===== src/rtl/ppc_types.sv =====
`default_nettype none
// ============================================================================
// Module : ppc_types
// Brief  : Shared types for the system-unit issue path (station select, order entry).
// Rev    : 1.0
// ============================================================================
package ppc_types;

    localparam int SYS_SRC_WIDTH   = 2;
    localparam int SYS_RS_ID_WIDTH = 5;

    typedef enum logic [SYS_SRC_WIDTH-1:0] {
        SYS_RS_GPR = 2'd0,
        SYS_RS_SPR = 2'd1,
        SYS_RS_CR  = 2'd2
    } sys_rs_sel_t;

    typedef struct packed {
        sys_rs_sel_t                src;
        logic [SYS_RS_ID_WIDTH-1:0] id;
    } sys_order_entry_t;

endpackage
`default_nettype wire


===== src/rtl/order_fifo.sv =====
`default_nettype none
// ============================================================================
// Module : order_fifo
// Brief  : Synchronous FIFO with head peek; depth need not be a power of two.
// Rev    : 1.0
// ============================================================================
module order_fifo #(
    parameter int WIDTH = 7,
    parameter int DEPTH = 6
) (
    input  logic                       clk,
    input  logic                       rst,
    input  logic                       push,
    input  logic                       pop,
    input  logic [WIDTH-1:0]           push_data,
    output logic [WIDTH-1:0]           head,
    output logic [$clog2(DEPTH+1)-1:0] count,
    output logic                       full,
    output logic                       empty
);

    localparam int PTR_W = (DEPTH > 1) ? $clog2(DEPTH) : 1;
    localparam int CNT_W = $clog2(DEPTH + 1);

    logic [WIDTH-1:0] r_mem [0:DEPTH-1];
    logic [PTR_W-1:0] r_wr_ptr;
    logic [PTR_W-1:0] r_rd_ptr;
    logic [CNT_W-1:0] r_count;
    logic             w_push;
    logic             w_pop;

    assign full   = (r_count == CNT_W'(DEPTH));
    assign empty  = (r_count == '0);
    assign count  = r_count;
    assign head   = r_mem[r_rd_ptr];
    assign w_push = push & ~full;
    assign w_pop  = pop & ~empty;

    // Storage is not reset: the pointers alone define what is valid.
    always_ff @(posedge clk) begin
        if (w_push) begin
            r_mem[r_wr_ptr] <= push_data;
        end
    end

    always_ff @(posedge clk) begin
        if (!rst) begin
            r_wr_ptr <= '0;
            r_rd_ptr <= '0;
            r_count  <= '0;
        end else begin
            if (w_push) begin
                r_wr_ptr <= (r_wr_ptr == PTR_W'(DEPTH - 1)) ? '0 : r_wr_ptr + 1'b1;
            end
            if (w_pop) begin
                r_rd_ptr <= (r_rd_ptr == PTR_W'(DEPTH - 1)) ? '0 : r_rd_ptr + 1'b1;
            end
            case ({w_push, w_pop})
                2'b10:   r_count <= r_count + 1'b1;
                2'b01:   r_count <= r_count - 1'b1;
                default: r_count <= r_count;
            endcase
        end
    end

endmodule
`default_nettype wire


===== src/rtl/sys_issue_sequencer.sv =====
`default_nettype none
// ============================================================================
// Module : sys_issue_sequencer
// Brief  : Program-order issue from GPR/SPR/CR stations into a registered sys_unit stage.
// Rev    : 1.0
// ============================================================================
module sys_issue_sequencer
    import ppc_types::*;
#(
    parameter int REQUESTERS  = 3,
    parameter int RS_ID_WIDTH = SYS_RS_ID_WIDTH,
    parameter int DATA_WIDTH  = 32,
    parameter int CTRL_WIDTH  = 16,
    parameter int ORDER_DEPTH = 6
) (
    input  logic                             clk,
    input  logic                             rst,
    input  logic                             alloc_valid,
    input  logic [$clog2(REQUESTERS)-1:0]    alloc_src,
    input  logic [RS_ID_WIDTH-1:0]           alloc_id,
    output logic                             alloc_ready,
    input  logic [REQUESTERS-1:0]            req_valid,
    output logic [REQUESTERS-1:0]            req_ready,
    input  logic [RS_ID_WIDTH-1:0]           req_id      [0:REQUESTERS-1],
    input  logic [DATA_WIDTH-1:0]            req_op      [0:REQUESTERS-1],
    input  logic [CTRL_WIDTH-1:0]            req_control [0:REQUESTERS-1],
    output logic                             out_valid,
    input  logic                             out_ready,
    output logic [RS_ID_WIDTH-1:0]           out_id,
    output logic [DATA_WIDTH-1:0]            out_op,
    output logic [CTRL_WIDTH-1:0]            out_control,
    output logic [$clog2(ORDER_DEPTH+1)-1:0] pending,
    output logic                             order_error
);

    localparam int ENTRY_W = $bits(sys_order_entry_t);

    sys_order_entry_t         w_push_entry;
    sys_order_entry_t         w_head;
    logic [ENTRY_W-1:0]       w_head_raw;
    logic [SYS_SRC_WIDTH-1:0] w_head_src;
    logic                     w_full;
    logic                     w_empty;
    logic                     w_can_load;
    logic                     w_sel_valid;
    logic [RS_ID_WIDTH-1:0]   w_sel_id;
    logic [DATA_WIDTH-1:0]    w_sel_op;
    logic [CTRL_WIDTH-1:0]    w_sel_ctrl;
    logic                     w_id_match;
    logic                     w_grant;
    logic                     w_mismatch;

    logic                     r_out_valid;
    logic [RS_ID_WIDTH-1:0]   r_out_id;
    logic [DATA_WIDTH-1:0]    r_out_op;
    logic [CTRL_WIDTH-1:0]    r_out_ctrl;
    logic                     r_order_error;

    assign w_push_entry.src = sys_rs_sel_t'(SYS_SRC_WIDTH'(alloc_src));
    assign w_push_entry.id  = SYS_RS_ID_WIDTH'(alloc_id);

    order_fifo #(
        .WIDTH (ENTRY_W),
        .DEPTH (ORDER_DEPTH)
    ) u_order_fifo (
        .clk       (clk),
        .rst       (rst),
        .push      (alloc_valid & alloc_ready),
        .pop       (w_grant),
        .push_data (w_push_entry),
        .head      (w_head_raw),
        .count     (pending),
        .full      (w_full),
        .empty     (w_empty)
    );

    assign w_head      = w_head_raw;
    assign w_head_src  = w_head.src;
    assign alloc_ready = ~w_full;
    assign w_can_load  = ~r_out_valid | out_ready;

    // Only the head station is ever looked at; an out-of-range src selects nothing.
    always_comb begin
        w_sel_valid = 1'b0;
        w_sel_id    = '0;
        w_sel_op    = '0;
        w_sel_ctrl  = '0;
        for (int i = 0; i < REQUESTERS; i++) begin
            if (int'(w_head_src) == i) begin
                w_sel_valid = req_valid[i];
                w_sel_id    = req_id[i];
                w_sel_op    = req_op[i];
                w_sel_ctrl  = req_control[i];
            end
        end
    end

    assign w_id_match = (SYS_RS_ID_WIDTH'(w_sel_id) == w_head.id);
    assign w_grant    = ~w_empty & w_sel_valid & w_id_match & w_can_load;
    assign w_mismatch = ~w_empty & w_sel_valid & ~w_id_match;

    for (genvar g = 0; g < REQUESTERS; g++) begin : g_req_ready
        assign req_ready[g] = w_grant & (int'(w_head_src) == g);
    end

    always_ff @(posedge clk) begin
        if (!rst) begin
            r_out_valid   <= 1'b0;
            r_out_id      <= '0;
            r_out_op      <= '0;
            r_out_ctrl    <= '0;
            r_order_error <= 1'b0;
        end else begin
            if (w_grant) begin
                r_out_valid <= 1'b1;
                r_out_id    <= w_sel_id;
                r_out_op    <= w_sel_op;
                r_out_ctrl  <= w_sel_ctrl;
            end else if (out_ready) begin
                r_out_valid <= 1'b0;
            end
            if (w_mismatch) begin
                r_order_error <= 1'b1;
            end
        end
    end

    assign out_valid   = r_out_valid;
    assign out_id      = r_out_id;
    assign out_op      = r_out_op;
    assign out_control = r_out_ctrl;
    assign order_error = r_order_error;

endmodule
`default_nettype wire

===== config.mk =====
export PLATFORM = sky130hd
export DESIGN_NAME = sys_issue_sequencer
export DESIGN_NICKNAME = d
export VERILOG_FILES = /design/src/rtl/ppc_types.sv /design/src/rtl/order_fifo.sv /design/src/rtl/sys_issue_sequencer.sv
export SDC_FILE = /design/constraint.sdc
export NUM_CORES = 1
export LEC_CHECK = 0
export BUFFER_PORTS_ARGS = -buffer_cell sky130_fd_sc_hd__buf_2
export CAP_MARGIN = 20
export CORE_UTILIZATION = 25
export CTS_CLUSTER_DIAMETER = 50
export DETAILED_ROUTE_END_ITERATION = 7
export GPL_ROUTABILITY_DRIVEN = 0
export PLACE_DENSITY = 0.49
export SYNTH_ARGS = -nofsm -noshare
export SYNTH_HDL_FRONTEND = slang
export SYNTH_SLANG_ARGS = --single-unit
export TNS_END_PERCENT = 10

===== constraint.sdc =====
create_clock -name clk -period 8.8 [get_ports clk]
set_input_delay 2.64 -clock clk [delete_from_list [all_inputs] [get_ports clk]]
set_output_delay 2.64 -clock clk [all_outputs]
set_load 0.01 [all_outputs]

==> impl_metrics.yaml <==
setup_path:
  critical_path.cell_chain: "buf_4, mux2_2, a222oi_1, buf_4, buf_4, mux2i_1, o2bb2ai_1, xnor2_1, nor4_4, nand2_4, nor3b_2, buf_2"
  timing.critical_path.slowest_stage_cell: "buf_4"
  worst-setup-path-type: "reg2out"
  crit_required_ns: 6.16
  timing.critical_path.mode_cell: "buf_4"
  crit_path_max_fanout: 31
  critical_path.startpoint_type: "flop"
  critPathCaptureType: "output pin"
  critical_path_arrival_ns: 4.55
  cp_slowest_stage_delay_ns: 0.54
power:
  cellLeakagePower_nw: 3.47
  power.switching_w: 0.000305
  cellInternalPower_w: 0.000808
  power.density_nw_per_um2: 153
  swShare_pct: 27.4
  ir_worst_vdd_v: 0.0000993
  comb_power_share_pct: 13.2
  clock_power_share_pct: 38.8
  power.sequential.fraction_pct: 48.0
route:
  vias_per_cell: 4.42
  detail_route.iter0.violations: 143
  remaining_drc_errors: 0
  dr_total_vias: 4801
  drt-total-wl_mm: 15.7
  firstDrtPassIters: 5
  drt-wirelength-per-cell_um: 14.4
  route.antenna.remaining_nets: 0
global_route:
  grt_pass1_wl_mm: 22.9
  antenna_found_initial: 0
  maximum_number_of_pins_on_one_net_before_global_route_repair: 68
  overflow: 0
  first_global_vias: 4365
  grt_usage_pct: 13.3
sta:
  setup-tns-final_ns: 0
  slew-limit-headroom_pct: 44.9
  timing.final.max_slew_violations: 0
  setup_viol: 0
  crit_share_post_route_pct: 81.7
  period_needed_ns: 7.19
  fmaxAchievable_mhz: 139
  timing_worst_slew_pin_value_ns: 0.823
  finClkSkew_ns: 0.0145
  grt_setup_unrepaired: "false"
  finalHoldViolations: 0
clock_tree:
  clock_transition_at_the_registers_of_the_reported_paths_ns: 0.09
  tritoncts.num_buffers: 9
  cts_hold_buffers: 0
  clock-root-buffer: "clkbuf_16"
  cts_tree: "yes"
  post-cts-setup-buffers: 0
  clkSinkCount: 109
  post_cts_resized: 0
  insertion_delay_ns: 0.36
  htree_num_levels: 3
  clock_path_buffers: 2
yosys:
  area_of_the_mapped_netlist_um2: 5560
  ys_seq_elements: 109
  ys.warnings.count: 0
  yosys_most_used_dff: "dfxtp_1"
  synth-edff-count: 42
  net_count_synth: 764
  synth_async_sr_flop_share_pct: 0
  postSynthCellCount: 589
  yosys.cell_types.count: 43
  post_synth.cell_area_avg_um2: 9.43
  synth_sequential_area_ratio_pct: 46.8
final_layout:
  num-nets-final: 977
  final_cell_count_no_fill: 1087
  antenna_cells_inserted: 0
  drive_gt1_share_pct: 33.6
  areaGrowthSynthToFinish_pct: 31.0
  layout.area.seq_um2: 2600
  fillers: 2326
  area_of_the_multi_input_gates_um2: 2720
floorplan:
  die_width_um: 151
  floorplan.die_area_um2: 22800
  die_y_um: 151
  rows: 54
  placeableCoreArea_um2: 21800
  floorplan.initialDensity_pct: 25.5
  ioPinCount: 235
status:
  outcome: "finished, final reports clean"
min_path:
  worstHoldStart: "out_control[7]$_SDFFE_PN0N_"
  worstHoldPathType: "reg2reg"
placement:
  io_buffer_count: 234
  place_inst: 1071
  place.detailed.hpwl_mm: 11.6
flow_run:
  maxCapViolCount: 0
==> layout by cell type, fill, tap and decap left out, drive strengths merged, types with 3 or more instances in the layout <==
cell    synthesis  layout
o21ai          50      50
o221a           4       4
mux2            3       3
inv            10      15
nor2           14      14
a21oi          11      11
nand3           8       8
dfxtp          67      67
mux2i         125     125
buf            13     243
nand4           4       4
edfxtp         42      42
clkinv          1       3
o22ai           4       4
o32ai           4       4
nor3            3       3
nand2         172     172
clkbuf         28       9
==> layer usage <==
layer	part of all wire, %	track usage [%]
met5	0	0
met4	1.0	3.60
met3	4.9	2.77
met2	48	22.4
met1	46	17.0
==> worst paths after layout <==
path	to	slack, ns	cells past startpoint
max	req_ready[0]	1.61	12
min	out_control[7]$_SDFFE_PN0N_	0.45	2
max reg2reg	u_order_fifo.count[2]$_SDFFE_PN0P_	3.34	17
min reg2reg	out_control[7]$_SDFFE_PN0N_	0.45	2
==> worst max-delay path, delay by kind of cell (launching register included) <==
kind            cells  cell delay (ns)
buf+inv             4             1.49
simple gates        3             0.90
flops               1             0.32
xor+xnor            1             0.20
mux                 2             0.54
compound gates      2             0.71
==> cell type report <==
type,instances,area share (%)
multi-input cells,428,37.4
flip-flops and latches,109,35.8
repair buffers,243,17.1
well taps,280,4.82
clock buffers,9,3.10
clock inverters,7,1.32
inverters,11,0.567
==> cell usage after synthesis, drive strengths merged (2+ instances only) <==
| cell | number | area share, % |
|---|---|---|
| nand2 | 172 | 12 |
| mux2i | 125 | 23 |
| dfxtp | 67 | 24 |
| o21ai | 50 | 4.5 |
| edfxtp | 42 | 23 |
| clkbuf | 28 | 1.9 |
| nor2 | 14 | 0.95 |
| buf | 13 | 1.7 |
| a21oi | 11 | 0.99 |
| inv | 10 | 0.68 |
| nand3 | 8 | 0.72 |
| nand4 | 4 | 0.45 |
| o221a | 4 | 0.81 |
| o22ai | 4 | 0.45 |
| o32ai | 4 | 0.63 |
| mux2 | 3 | 0.61 |
| nor3 | 3 | 0.27 |
| a211oi | 2 | 0.27 |
| a22oi | 2 | 0.27 |
| nand2b | 2 | 0.23 |
| o2bb2ai | 2 | 0.32 |
| or3 | 2 | 0.23 |
| xor2 | 2 | 0.32 |
==> state kept, by name (all words and copies together) (netlist names), named ones only <==
signal,cells
u_order_fifo.r_mem,42
out_op,32
out_control,16
out_id,5
u_order_fifo.count,3
u_order_fifo.r_rd_ptr,3
u_order_fifo.r_wr_ptr,3
order_error,1
out_valid,1
==> power by group through the flow <==
stage | clock, W | sequential, W | combinational (W)
after floorplan | 0 | 0.000546 | 0.0000833
after global placement | 0 | 0.000546 | 0.000149
after detailed placement | 0 | 0.000546 | 0.000150
after CTS | 0.000454 | 0.000534 | 0.000150
after global routing | 0.000470 | 0.000535 | 0.000166
final | 0.000432 | 0.000534 | 0.000147
==> through the flow <==
| step | util (%) | hold WS (ns) | worst slack [ns] | total power [W] | area (um^2) |
|---|---|---|---|---|---|
| after detailed placement | 31.9 | 0.447 | 1.68 | 0.000695 | 6950 |
| final | 33.3 | 0.454 | 1.61 | 0.00111 | 7280 |
| after global routing | 33.3 | 0.476 | 1.24 | 0.00117 | 7280 |
| after global placement | 31.9 | 0.443 | 1.72 | 0.000694 | 6950 |
| after CTS | 33.3 | 0.459 | 1.54 | 0.00114 | 7280 |
| after floorplan | - | 0.445 | 1.96 | 0.000629 | 5560 |
==> logic make-up after synthesis <==
| family | count (synthesis) | share of synthesized area, % |
|---|---|---|
| and+or+nand+nor | 213 | 15.9 |
| muxes | 128 | 23.1 |
| DFF | 109 | 46.8 |
| AOI/OAI and AO/OA | 82 | 8.76 |
| buffers and inverters | 52 | 4.35 |
| xor gates and xnor gates | 3 | 0.473 |
| adders and majority gates | 2 | 0.586 |
Note: power is estimated with default switching activity, not from simulation.
